==> src/rtl/mem_access_unit.sv <==
// Load/store unit in front of a word-only data memory: turns byte/half/word
// requests into word read/write cycles, with read-modify-write for sub-word stores.
module mem_access_unit #(
  parameter int ADDR_W = 32,
  parameter int DATA_W = 32
) (
  input  logic              clock_in,
  input  logic              reset,
  input  logic              req_valid,
  output logic              req_ready,
  input  logic              req_write,
  input  logic [1:0]        req_size,
  input  logic              req_unsigned,
  input  logic [ADDR_W-1:0] req_addr,
  input  logic [DATA_W-1:0] req_wdata,
  output logic              resp_valid,
  output logic [DATA_W-1:0] resp_rdata,
  output logic              resp_error,
  output logic [ADDR_W-1:0] mem_address,
  output logic [DATA_W-1:0] mem_writeData,
  output logic              mem_memWrite,
  output logic              mem_memRead,
  input  logic [DATA_W-1:0] mem_readData
);

  typedef enum logic [1:0] {IDLE, RD, WR, RESP} state_t;

  localparam logic [1:0] SZ_BYTE = 2'b00;
  localparam logic [1:0] SZ_HALF = 2'b01;
  localparam logic [1:0] SZ_WORD = 2'b10;
  localparam logic [1:0] SZ_BAD  = 2'b11;

  state_t            state, next_state;
  logic [ADDR_W-1:0] addr_q;
  logic [1:0]        size_q;
  logic              write_q;
  logic              unsigned_q;
  logic [DATA_W-1:0] wdata_q;
  logic [DATA_W-1:0] wr_word_q;
  logic [DATA_W-1:0] resp_rdata_q;
  logic              resp_error_q;

  logic              accept;
  logic              req_bad;
  logic [DATA_W-1:0] load_ext;
  logic [DATA_W-1:0] merged;
  logic [7:0]        sel_byte;
  logic [15:0]       sel_half;

  assign accept = req_valid && (state == IDLE);

  always_comb begin
    // NOTE: every combinational output gets a default first so no path infers a latch.
    req_bad = 1'b0;
    case (req_size)
      SZ_HALF: req_bad = req_addr[0];
      SZ_WORD: req_bad = (req_addr[1:0] != 2'b00);
      SZ_BAD:  req_bad = 1'b1;
      default: req_bad = 1'b0;
    endcase
  end

  always_comb begin
    next_state = state;
    case (state)
      IDLE: begin
        if (accept) begin
          if (req_bad)                              next_state = RESP;
          else if (req_write && req_size == SZ_WORD) next_state = WR;
          else                                      next_state = RD;
        end
      end
      RD:      next_state = write_q ? WR : RESP;
      WR:      next_state = RESP;
      RESP:    next_state = IDLE;
      default: next_state = IDLE;
    endcase
  end

  // Little-endian lane select and extension of the word read from memory.
  always_comb begin
    sel_byte = mem_readData[7:0];
    case (addr_q[1:0])
      2'd1:    sel_byte = mem_readData[15:8];
      2'd2:    sel_byte = mem_readData[23:16];
      2'd3:    sel_byte = mem_readData[31:24];
      default: sel_byte = mem_readData[7:0];
    endcase
    sel_half = addr_q[1] ? mem_readData[31:16] : mem_readData[15:0];

    load_ext = mem_readData;
    case (size_q)
      SZ_BYTE: load_ext = {{24{sel_byte[7] & ~unsigned_q}}, sel_byte};
      SZ_HALF: load_ext = {{16{sel_half[15] & ~unsigned_q}}, sel_half};
      default: load_ext = mem_readData;
    endcase
  end

  // Read-modify-write merge: only the addressed lane takes the store data.
  always_comb begin
    merged = mem_readData;
    if (size_q == SZ_BYTE) begin
      case (addr_q[1:0])
        2'd0:    merged[7:0]   = wdata_q[7:0];
        2'd1:    merged[15:8]  = wdata_q[7:0];
        2'd2:    merged[23:16] = wdata_q[7:0];
        default: merged[31:24] = wdata_q[7:0];
      endcase
    end else if (addr_q[1]) begin
      merged[31:16] = wdata_q[15:0];
    end else begin
      merged[15:0] = wdata_q[15:0];
    end
  end

  always_ff @(posedge clock_in) begin
    // NOTE: sequential state uses non-blocking assignments so all registers update together.
    if (reset) state <= IDLE;
    else       state <= next_state;
  end

  always_ff @(posedge clock_in) begin
    if (reset) begin
      addr_q       <= '0;
      size_q       <= '0;
      write_q      <= 1'b0;
      unsigned_q   <= 1'b0;
      wdata_q      <= '0;
      wr_word_q    <= '0;
      resp_rdata_q <= '0;
      resp_error_q <= 1'b0;
    end else begin
      if (accept) begin
        addr_q     <= req_addr;
        size_q     <= req_size;
        write_q    <= req_write;
        unsigned_q <= req_unsigned;
        wdata_q    <= req_wdata;
        if (req_write && req_size == SZ_WORD) wr_word_q <= req_wdata;
      end
      if (state == RD && write_q) wr_word_q <= merged;

      // Response registers change only on entry to RESP, so they hold otherwise.
      if (next_state == RESP && state != RESP) begin
        resp_error_q <= (state == IDLE);
        resp_rdata_q <= (state == RD && !write_q) ? load_ext : '0;
      end
    end
  end

  assign req_ready     = (state == IDLE);
  assign resp_valid    = (state == RESP);
  assign resp_rdata    = resp_rdata_q;
  assign resp_error    = resp_error_q;
  assign mem_memRead   = (state == RD);
  assign mem_memWrite  = (state == WR);
  assign mem_address   = {2'b00, addr_q[ADDR_W-1:2]};
  assign mem_writeData = wr_word_q;

endmodule
==> config.mk <==
export PLATFORM = sky130hd
export DESIGN_NAME = mem_access_unit
export DESIGN_NICKNAME = d
export VERILOG_FILES = /design/src/rtl/mem_access_unit.sv
export SDC_FILE = /design/constraint.sdc
export NUM_CORES = 1
export LEC_CHECK = 0
export ABC_AREA = 1
export CORE_AREA = 2 2 130 132
export DETAILED_ROUTE_END_ITERATION = 8
export DIE_AREA = 0 0 132 134
export GPL_TIMING_DRIVEN = 0
export PLACE_DENSITY = 0.71
export SETUP_SLACK_MARGIN = 0.2
export SLEW_MARGIN = 20
export SYNTH_ARGS = -nofsm -noshare
export SYNTH_HDL_FRONTEND = slang
export SYNTH_SLANG_ARGS = --single-unit
export TNS_END_PERCENT = 30
==> constraint.sdc <==
create_clock -name clock_in -period 2.2 [get_ports clock_in]
set_clock_uncertainty 0.05 [all_clocks]
set_input_delay 0.33 -clock clock_in [delete_from_list [all_inputs] [get_ports clock_in]]
set_output_delay 0.33 -clock clock_in [all_outputs]
set_load 0.03 [all_outputs]
==> insert_results.sql, run 1 <==
INSERT INTO impl_metrics (metric_group, metric, value, unit) VALUES
('status', 'outcome', 'complete, no violations', ''),
('clocking', 'cts_sinks', '119', ''),
('global_route', 'first_global_vias', '6914', ''),
('setup_path', 'r2r_end', 'mem_writeData[13]', ''),
('finish', 'final_layout_size_suffix_gt1_frac', '0.111', ''),
('drt', 'via_count', '7323', ''),
('setup_path', 'r2r-start', 'state[1]', ''),
('timing', 'layout_worst_path_cycle_share', '0.958', ''),
('die', 'die_w', '132', 'um'),
('clocking', 'clock_tree.buffer_depth', '2', ''),
('setup_path', 'r2r_slack', '230', 'ps'),
('power', 'max-vdd-ir-drop', '0.613', 'mV'),
('setup_path', 'path_max_fanout', '4', ''),
('job', 'cap_viol_max_count', '0', ''),
('yosys', 'synthesized_area_per_cell', '6.69', 'um2'),
('yosys', 'synthesis.yosys.warnings', '0', ''),
('setup_path', 'setup.worst_path.start_class', 'register', ''),
('placement', 'buffer_ports.inserted', '201', ''),
('yosys', 'post_synth_instance_area', '6370', 'um2'),
('setup_path', 'worstSetupStartpoint', 'state[0]', ''),
('setup_path', 'worst-endpoint-required', '1820', 'ps'),
('placement', 'detailed_place.area', '8670', 'um2'),
('power', 'static-leakage-power', '3.81', 'nW'),
('setup_path', 'cp.arrival', '1730', 'ps'),
('finish', 'relative_area_change_from_synthesis_to_final_layout', '47.8', '%'),
('clocking', 'numCtsBuffers', '17', ''),
('placement', 'place_congestion', '0.962', ''),
('timing', 'worst-slew-pin-transition', '536', 'ps'),
('clocking', 'cts.root.buffer_cell', 'clkbuf_16', ''),
('yosys', 'synth_seq_area_share', '0.374', ''),
('global_route', 'first_pass_grt_wire_length', '36500', 'um'),
('drt', 'drt_iter0_markers', '741', ''),
('power', 'cellPowerDensity', '1240', 'nW/um2'),
('die', 'core_area', '16300', 'um2'),
('die', 'num_io_pins', '204', ''),
('placement', 'instance_count_after_placement_with_tap_cells_included', '1375', ''),
('clocking', 'clk_pin_slew_worst_paths', '50', 'ps'),
('placement', 'detailed_place_hpwl', '18200', 'um'),
('global_route', 'overflow', '0', ''),
('finish', 'num_antenna_cells', '0', ''),
('yosys', 'synth.distinct_cells', '30', ''),
('die', 'rows', '47', ''),
('clocking', 'tritoncts', 'yes', ''),
('timing', 'rsz_0062_raised_after_global_routing', 'true', ''),
('setup_path', 'end_kind', 'primary output', ''),
('global_route', 'grt_antenna_before_repair', '0', ''),
('drt', 'wirelength', '23500', 'um'),
('clocking', 'post_cts_hold_buffer_count', '0', ''),
('finish', 'final_design_area_no_fill', '9420', 'um2'),
('finish', 'post_layout_nonfiller_instances', '1410', ''),
('global_route', 'largest_net_degree_at_the_start_of_global_routing', '17', ''),
('drt', 'antenna_violating_nets_post_route', '0', ''),
('drt', 'vias_per_cell', '5.19', ''),
('drt', 'avgRoutedWirePerCell', '16.7', 'um'),
('setup_path', 'crit_type', 'reg2out', ''),
('yosys', 'post_synthesis_instance_total', '953', ''),
('timing', 'timing.fmax', '0.474', 'GHz'),
('drt', 'drt-pass1-iter-count', '6', ''),
('hold_path', 'timing.hold.worst.class', 'reg2reg', ''),
('timing', 'final_critical_path_required_period', '2110', 'ps'),
('hold_path', 'min_delay_path_depth', '2', ''),
('clocking', 'clock_tree.htree_level_count', '4', ''),
('setup_path', 'critical_path.endpoint', 'mem_memWrite', ''),
('clocking', 'later_pin_clock_latency_in_the_skew_report', '410', 'ps'),
('drt', 'drc_errors', '0', ''),
('setup_path', 'reg2reg_depth', '8', ''),
('timing', 'slew_headroom', '0.643', ''),
('die', 'floorplan.initialDensity', '0.391', ''),
('yosys', 'number_of_flip_flops_and_latches_in_the_synthesized_netlist', '119', ''),
('timing', 'final-max-slew-violation-count', '0', ''),
('die', 'floorplan.die_area', '17700', 'um2'),
('finish', 'num-nets-final', '1286', ''),
('die', 'chipHeight', '134', 'um'),
('timing', 'finalHoldViolCount', '0', ''),
('global_route', 'combined_global_route_utilization_of_all_metal_layers', '0.262', ''),
('timing', 'report.final.setup_viol', '0', '');
-- timing repair --
action	in CTS	in global routing
setup buffers	3	1
resized for setup	13	32
endpoints found under the setup margin	61	78
pin swaps	1	1
-- cell type report --
cell class,instances,area [um2]
plain buffers,102,596
clock buffers,22,474
clock inverters,9,148
fillers,1589,6870
inverters,75,287
multi-input cells,658,3210
flip-flops and latches,119,2380
well taps,220,275
repair buffers,205,2040
-- worst max-delay path, cell delays in order, from the launching register on --
cell	delay [ps]
dfxtp_2	330
inv_2	100
ha_1	180
clkdlybuf4s50_1	700
-- per-layer routing --
layer / GRT usage / share of wire / vias to the layer above
li1: - / - / 3617
met1: 0.332 / 0.42 / 3322
met4: 0.0996 / 0.031 / 0
met3: 0.0525 / 0.073 / 56
met5: 0 / 0 / -
met2: 0.443 / 0.48 / 328
-- per-stage QoR --
| stage | hold WS, ps | util | worst slack, ps | TNS, ps | power, W |
|---|---|---|---|---|---|
| 2_1_floorplan | 386 | - | 285 | 0 | 0.00660 |
| 3_3_place_gp | 404 | 0.532 | -226 | -6180 | 0.00840 |
| 3_5_place_dp | 408 | 0.532 | -287 | -7880 | 0.00846 |
| 4_1_cts | 416 | 0.573 | 29.4 | 0 | 0.0115 |
| 5_1_grt | 432 | 0.578 | 28.8 | 0 | 0.0124 |
| 6_report | 412 | 0.578 | 92.3 | 0 | 0.0117 |
-- cells in the mapped netlist (all sizes together) --
| library cell | count | area (um2) |
|---|---|---|
| nor2 | 135 | 512 |
| o21ai | 160 | 805 |
| inv | 74 | 283 |
| clkbuf | 39 | 146 |
| o211ai | 13 | 97.6 |
| nand3 | 34 | 195 |
| o22ai | 10 | 62.6 |
| nand2 | 93 | 359 |
| a21oi | 189 | 950 |
| nor3 | 8 | 40.0 |
| conb | 1 | 3.75 |
| a22oi | 1 | 7.51 |
| buf | 63 | 413 |
| ha | 5 | 62.6 |
| dfxtp | 119 | 2380 |
| clkinv | 1 | 3.75 |
| or2 | 7 | 43.8 |
| nand4 | 1 | 6.26 |
-- registers in the layout, indices dropped and copies added, names as in the netlist --
| signal | flops |
|---|---|
| addr_q | 32 |
| mem_writeData | 32 |
| resp_rdata | 32 |
| wdata_q | 16 |
| size_q | 2 |
| state | 2 |
| resp_error | 1 |
| unsigned_q | 1 |
| write_q | 1 |
-- cell families (layout without fill, tap and decap cells) --
kind of cell,count (synthesis),count (layout),synth area share
adders and majority gates,5,5,0.00982
and+or+nand+nor,278,278,0.181
AOI/OAI and AO/OA,373,373,0.302
other,1,2,0.000588
DFF,119,119,0.374
buffers and inverters,177,413,0.133
-- placed cells by master (no fill, tap or decap), types with 5 or more instances in the layout --
| cell | netlist | final |
|---|---|---|
| clkdlybuf4s50_1 | 0 | 199 |
| a21oi_1 | 188 | 186 |
| o21ai_0 | 155 | 153 |
| nor2_1 | 133 | 130 |
| dfxtp_1 | 119 | 117 |
| nand2_1 | 91 | 89 |
| inv_1 | 70 | 68 |
| buf_4 | 36 | 40 |
| clkbuf_1 | 39 | 33 |
| nand3_1 | 32 | 31 |
| clkbuf_16 | 0 | 17 |
| buf_2 | 15 | 15 |
| o211ai_1 | 13 | 13 |
| o22ai_1 | 10 | 10 |
| clkbuf_2 | 0 | 8 |
| nor3_1 | 8 | 7 |
| or2_2 | 7 | 7 |
| buf_6 | 3 | 6 |
| o21ai_1 | 4 | 6 |
| inv_2 | 3 | 5 |
| buf_1 | 9 | 5 |
-- worst min-delay path by stage --
stage	from	to	slack [ps]
global placement	resp_rdata[11]	resp_rdata[11]	400
finish	resp_rdata[8]	resp_rdata[8]	410
CTS	resp_rdata[7]	resp_rdata[7]	420
global route	resp_rdata[7]	resp_rdata[7]	430
floorplan	wdata_q[10]	wdata_q[10]	390
detailed placement	resp_rdata[7]	resp_rdata[7]	410
-- where the power goes --
group | switching [W] | total, W | internal (W)
clock network | 0.000999 | 0.00297 | 0.00197
logic | 0.00359 | 0.00579 | 0.00220
registers | 0.000290 | 0.00294 | 0.00265
total | 0.00488 | 0.0117 | 0.00682
Note: power is estimated with default switching activity, not from simulation.
==> run 2: changes to the inputs <==
clock period = 2.6 ns   (was 2.2 ns; I/O delays follow)
==> insert_results.sql, run 2 (synthesis results as in run 1) <==
INSERT INTO impl_metrics (metric_group, metric, value, unit) VALUES
('power', 'max-vdd-ir-drop', '0.607', 'mV'),
('timing', 'layout_worst_path_cycle_share', '0.863', ''),
('clocking', 'clk_pin_slew_worst_paths', '60', 'ps'),
('die', 'chipHeight', '134', 'um'),
('clocking', 'tritoncts', 'yes', ''),
('placement', 'place_congestion', '0.955', ''),
('clocking', 'cts_sinks', '119', ''),
('hold_path', 'min-delay-start', 'resp_error', ''),
('setup_path', 'end_kind', 'register', ''),
('drt', 'vias_per_cell', '5.11', ''),
('setup_path', 'cpMostUsedCell', 'a21oi_1', ''),
('finish', 'final_common_cell', 'clkdlybuf4s50_1', ''),
('clocking', 'cts.root.buffer_cell', 'clkbuf_16', ''),
('setup_path', 'cp.arrival', '2490', 'ps'),
('setup_path', 'worst-endpoint-required', '2850', 'ps'),
('global_route', 'first_global_vias', '6734', ''),
('placement', 'buffer_ports.inserted', '201', ''),
('finish', 'ff_latch_area', '2380', 'um2'),
('clocking', 'clock_tree.htree_level_count', '4', ''),
('finish', 'relative_area_change_from_synthesis_to_final_layout', '44.8', '%'),
('timing', 'finalHoldViolCount', '0', ''),
('timing', 'rsz_0062_raised_after_global_routing', 'true', ''),
('setup_path', 'crit_type', 'reg2reg', ''),
('drt', 'drc_errors', '0', ''),
('clocking', 'post_cts_hold_buffer_count', '0', ''),
('timing', 'timing.fmax', '0.445', 'GHz'),
('global_route', 'first_pass_grt_wire_length', '35300', 'um'),
('setup_path', 'path_max_fanout', '10', ''),
('global_route', 'combined_global_route_utilization_of_all_metal_layers', '0.255', ''),
('finish', 'final_layout_size_suffix_gt1_frac', '0.0876', ''),
('drt', 'drt_iter0_markers', '686', ''),
('drt', 'antenna_violating_nets_post_route', '0', ''),
('setup_path', 'r2r-start', 'state[1]', ''),
('setup_path', 'worst_path_max_delay_cell', 'buf_1', ''),
('setup_path', 'worstSetupStartpoint', 'state[1]', ''),
('global_route', 'largest_net_degree_at_the_start_of_global_routing', '17', ''),
('die', 'rows', '47', ''),
('setup_path', 'setup.worst_path.start_class', 'register', ''),
('die', 'num_io_pins', '204', ''),
('clocking', 'later_pin_clock_latency_in_the_skew_report', '430', 'ps'),
('timing', 'totalNegativeSetupSlack', '0', 'ps'),
('setup_path', 'critical-path-max-stage-delay', '420', 'ps'),
('placement', 'detailed_place_hpwl', '18100', 'um'),
('die', 'die_w', '132', 'um'),
('timing', 'final_critical_path_required_period', '2240', 'ps'),
('timing', 'slew_headroom', '0.608', ''),
('power', 'finalPower', '0.00938', 'W'),
('global_route', 'grt_antenna_before_repair', '0', ''),
('timing', 'report.final.setup_viol', '0', ''),
('global_route', 'overflow', '0', ''),
('setup_path', 'timing.critical_path.max_delay_family', 'buffers and inverters', ''),
('drt', 'avgRoutedWirePerCell', '16.4', 'um'),
('timing', 'fin_hold_ws', '414', 'ps'),
('clocking', 'clock_tree.buffer_depth', '2', ''),
('drt', 'drt-pass1-iter-count', '5', ''),
('power', 'cellPowerDensity', '1020', 'nW/um2'),
('job', 'cap_viol_max_count', '0', ''),
('finish', 'area_taken_by_multi_input_logic_gates', '3160', 'um2'),
('finish', 'nFillCells', '1603', ''),
('finish', 'final_cell_mix', 'clkdlybuf4s50_1, a21oi_1, o21ai_0, nor2_1, dfxtp_1', ''),
('finish', 'num-nets-final', '1282', ''),
('die', 'floorplan.initialDensity', '0.391', ''),
('die', 'floorplan.die_area', '17700', 'um2'),
('setup_path', 'critical_path_buffers_and_inverters', '3', ''),
('status', 'outcome', 'complete, no violations', ''),
('drt', 'via_count', '7186', ''),
('power', 'static-leakage-power', '3.70', 'nW'),
('drt', 'wirelength', '23100', 'um'),
('finish', 'num_antenna_cells', '0', ''),
('die', 'core_area', '16300', 'um2'),
('timing', 'final-max-slew-violation-count', '0', ''),
('hold_path', 'timing.hold.worst.class', 'reg2reg', ''),
('timing', 'worst-slew-pin-transition', '588', 'ps'),
('setup_path', 'cp_cell_sequence', 'inv_1, ha_1, nand2_1, clkbuf_2, buf_1, a21oi_1, a21oi_1, a21oi_1', ''),
('clocking', 'numCtsBuffers', '17', '');
==> run 2: cell types whose count changed in the layout (fill, tap and decap cells not counted), moves of 3 or more <==
cell,delta
bufinv_16,-3
buf_6,-3
nor2_1,+3
clkbuf_1,+6
buf_1,+5
clkbuf_2,-5
buf_4,-4
==> run 2: layer usage <==
layer  global-route usage  part of all wire
met5                    0                 0
met4               0.0906             0.028
met3               0.0472             0.068
met2                0.424              0.47
met1                0.332              0.43
==> run 2: per-stage QoR <==
stage / instance area (um2) / worst slack, ps / utilization / cells
2_1_floorplan: 6380 / 599 / - / 954
3_3_place_gp: 8660 / 142 / 0.532 / 1375
3_5_place_dp: 8660 / 125 / 0.532 / 1375
4_1_cts: 9220 / 207 / 0.566 / 1407
5_1_grt: 9230 / 180 / 0.567 / 1407
6_report: 9230 / 355 / 0.567 / 1407
==> run 2: timing repair <==
action | 4_1_cts | 5_1_grt
setup buffers | 0 | 0
pin swaps | 0 | 0
setup endpoints to repair | 3 | 31
resized for setup | 1 | 6
==> run 2: report_power, final <==
part | leakage (nW) | internal, W | total, W | switching, W
Sequential | 0.975 | 0.00224 | 0.00248 | 0.000241
Combinational | 2.46 | 0.00174 | 0.00469 | 0.00295
Clock | 0.266 | 0.00138 | 0.00220 | 0.000825
==> run 2: worst paths after layout <==
check,depth (start not counted),end,slack (ps)
hold / removal,2,resp_error,410
setup / recovery,8,mem_writeData[11],360
setup reg to reg,8,mem_writeData[11],360
hold reg to reg,2,resp_error,410
==> run 2: layout make-up <==
cell class,count,area share
multi-input combinational,658,0.342
sequential,119,0.258
timing repair buffer,201,0.218
buffer,102,0.0610
clock buffer,24,0.0522
inverter,75,0.0310
tap,220,0.0298
clock inverter,8,0.00786
==> run 2: worst reg2reg max path: cells and delay by family, from the launching register on <==
family | cells | cell delay [ps]
compound gates | 3 | 500
fa+ha+maj | 1 | 230
buf+inv | 3 | 850
flops | 1 | 360
simple gates | 1 | 130
==> run 3: changes to the inputs <==
DONT_BUFFER_PORTS = 1   (was default)
PLACE_DENSITY = 0.54   (was 0.71)
SLEW_MARGIN = default   (was 20)
==> insert_results.sql, run 3 (synthesis results as in run 1) <==
INSERT INTO impl_metrics (metric_group, metric, value, unit) VALUES
('status', 'outcome', 'complete, no violations', ''),
('global_route', 'combined_global_route_utilization_of_all_metal_layers', '0.257', ''),
('timing', 'timing.fmax', '0.443', 'GHz'),
('power', 'p_comb_frac', '0.414', ''),
('die', 'core_area', '16300', 'um2'),
('setup_path', 'r2r-start', 'state[1]', ''),
('power', 'power.switching_fraction', '0.443', ''),
('setup_path', 'path_max_fanout', '10', ''),
('setup_path', 'worst-endpoint-required', '2840', 'ps'),
('timing', 'slew_headroom', '0.589', ''),
('setup_path', 'cp_cell_sequence', 'inv_2, ha_4, nand2_1, clkbuf_2, buf_1, a21oi_1, a21oi_1, a21oi_1', ''),
('global_route', 'grt_antenna_before_repair', '0', ''),
('finish', 'nFillCells', '1850', ''),
('timing', 'final-max-slew-violation-count', '0', ''),
('setup_path', 'cp.arrival', '2490', 'ps'),
('setup_path', 'reg2reg_depth', '8', ''),
('global_route', 'first_pass_grt_wire_length', '35100', 'um'),
('drt', 'antenna_violating_nets_post_route', '0', ''),
('clocking', 'later_pin_clock_latency_in_the_skew_report', '410', 'ps'),
('die', 'floorplan.die_area', '17700', 'um2'),
('setup_path', 'r2r_end', 'mem_writeData[23]', ''),
('timing', 'fin_hold_ws', '92.6', 'ps'),
('power', 'static-leakage-power', '3.00', 'nW'),
('setup_path', 'cpMostUsedCell', 'a21oi_1', ''),
('timing', 'report.final.setup_viol', '0', ''),
('timing', 'timing.final.ws_setup', '343', 'ps'),
('die', 'rows', '47', ''),
('setup_path', 'end_kind', 'register', ''),
('power', 'power_switching', '0.00398', 'W'),
('finish', 'final_cell_mix', 'a21oi_1, o21ai_0, nor2_1, dfxtp_1, nand2_1', ''),
('placement', 'worst_setup_slack_after_placement', '-86.5', 'ps'),
('job', 'cap_viol_max_count', '0', ''),
('clocking', 'clock_tree.htree_level_count', '4', ''),
('setup_path', 'worstSetupStartpoint', 'state[1]', ''),
('power', 'internal-power', '0.00499', 'W'),
('drt', 'drc_errors', '0', ''),
('timing', 'worst-slew-pin-transition', '617', 'ps'),
('clocking', 'clock_tree.buffer_depth', '2', ''),
('clocking', 'cts.root.buffer_cell', 'clkbuf_16', ''),
('clocking', 'cts_post_setup_buffers_inserted', '0', ''),
('setup_path', 'setup.worst_path.start_class', 'register', ''),
('setup_path', 'crit_type', 'reg2reg', ''),
('clocking', 'post_cts_hold_buffer_count', '0', ''),
('die', 'die_w', '132', 'um'),
('finish', 'final_design_area_no_fill', '7290', 'um2'),
('hold_path', 'min_delay_path_depth', '2', ''),
('power', 'seqPwrFrac', '0.317', ''),
('finish', 'final_common_cell', 'a21oi_1', ''),
('power', 'finalPower', '0.00897', 'W'),
('clocking', 'cts_sinks', '119', ''),
('setup_path', 'worst_path_max_delay_cell', 'buf_1', ''),
('global_route', 'largest_net_degree_at_the_start_of_global_routing', '17', ''),
('finish', 'num-nets-final', '1081', ''),
('die', 'chipHeight', '134', 'um'),
('drt', 'via_count', '6406', ''),
('drt', 'avgRoutedWirePerCell', '19.1', 'um'),
('setup_path', 'r2r_slack', '340', 'ps'),
('global_route', 'first_global_vias', '6080', ''),
('power', 'clock_power_share', '0.269', ''),
('timing', 'rsz_0062_raised_after_global_routing', 'false', ''),
('drt', 'wirelength', '23000', 'um'),
('finish', 'final_layout_size_suffix_gt1_frac', '0.113', ''),
('hold_path', 'timing.hold.worst.class', 'in2reg', ''),
('clocking', 'numCtsBuffers', '17', ''),
('die', 'floorplan.initialDensity', '0.391', ''),
('placement', 'detailed_place_hpwl', '17600', 'um'),
('setup_path', 'critical-path-max-stage-delay', '510', 'ps'),
('drt', 'vias_per_cell', '5.31', ''),
('clocking', 'tritoncts', 'yes', ''),
('drt', 'drt_iter0_markers', '562', ''),
('die', 'num_io_pins', '204', ''),
('power', 'cellPowerDensity', '1230', 'nW/um2'),
('timing', 'final_critical_path_required_period', '2260', 'ps'),
('timing', 'totalNegativeSetupSlack', '0', 'ps'),
('timing', 'layout_worst_path_cycle_share', '0.868', ''),
('global_route', 'overflow', '0', ''),
('power', 'max-vdd-ir-drop', '0.631', 'mV'),
('placement', 'detailed_place.area', '6650', 'um2'),
('placement', 'buffer_ports.inserted', '0', ''),
('setup_path', 'critical_path.endpoint', 'mem_writeData[23]', ''),
('clocking', 'clk_pin_slew_worst_paths', '50', 'ps'),
('timing', 'finalHoldViolCount', '0', ''),
('drt', 'drt-pass1-iter-count', '5', ''),
('placement', 'place_congestion', '0.969', ''),
('finish', 'relative_area_change_from_synthesis_to_final_layout', '14.5', '%');
==> run 3: cell count changes in the layout (fill, tap and decap cells not counted), sizes merged <==
| cell | before | now |
|---|---|---|
| clkdlybuf4s50 | 201 | 0 |
| bufinv | 1 | 4 |
| buf | 64 | 62 |
| clkinvlp | 3 | 1 |
| clkinv | 5 | 6 |
| diode | 0 | 1 |
==> run 3: worst min-delay path by stage <==
stage            startpoint     endpoint  slack (ps)
2_1_floorplan   wdata_q[10]  wdata_q[10]         390
3_3_place_gp      addr_q[2]    addr_q[2]         410
3_5_place_dp     addr_q[20]   addr_q[20]         420
4_1_cts        req_addr[11]   addr_q[11]          80
5_1_grt        req_addr[20]   addr_q[20]          90
6_report       req_addr[11]   addr_q[11]          90
==> run 3: critical path: cells and delay by family, from the launching register on <==
family          cells  cell delay [ps]
buf+inv             3              930
flops               1              380
compound gates      3              410
simple gates        1              130
fa+ha+maj           1              210
==> run 3: repair_timing <==
item                       CTS  global route
gates resized for setup      5            11
cloned                       0             0
setup endpoints to repair   35            60
hold endpoints to repair     0             0
==> run 3: metal layers <==
metal,part of all wire,track usage
met5,0,0
met4,0.020,0.0791
met3,0.079,0.0786
met2,0.47,0.418
met1,0.43,0.329
==> run 3: final cells by class <==
type | count | area (um2) | share of cell area
clock inverters | 10 | 153 | 0.0209
inverters | 75 | 287 | 0.0393
well taps | 220 | 275 | 0.0377
multi-input cells | 658 | 3180 | 0.436
flip-flops and latches | 119 | 2380 | 0.327
plain buffers | 102 | 567 | 0.0777
diodes | 1 | 2.50 | 0.000343
clock buffers | 22 | 444 | 0.0609
==> run 3: power groups by stage <==
stage	combinational, W	clock (W)	sequential [W]
2_1_floorplan	0.00280	0	0.00278
3_3_place_gp	0.00361	0	0.00286
3_5_place_dp	0.00362	0	0.00287
4_1_cts	0.00364	0.00247	0.00283
5_1_grt	0.00413	0.00255	0.00289
6_report	0.00371	0.00241	0.00284
==> run 3: per-stage QoR <==
stage               utilization  cells
finish                    0.448   1207
CTS                       0.446   1206
global placement          0.408   1174
floorplan                     -    954
global route              0.448   1206
detailed placement        0.408   1174
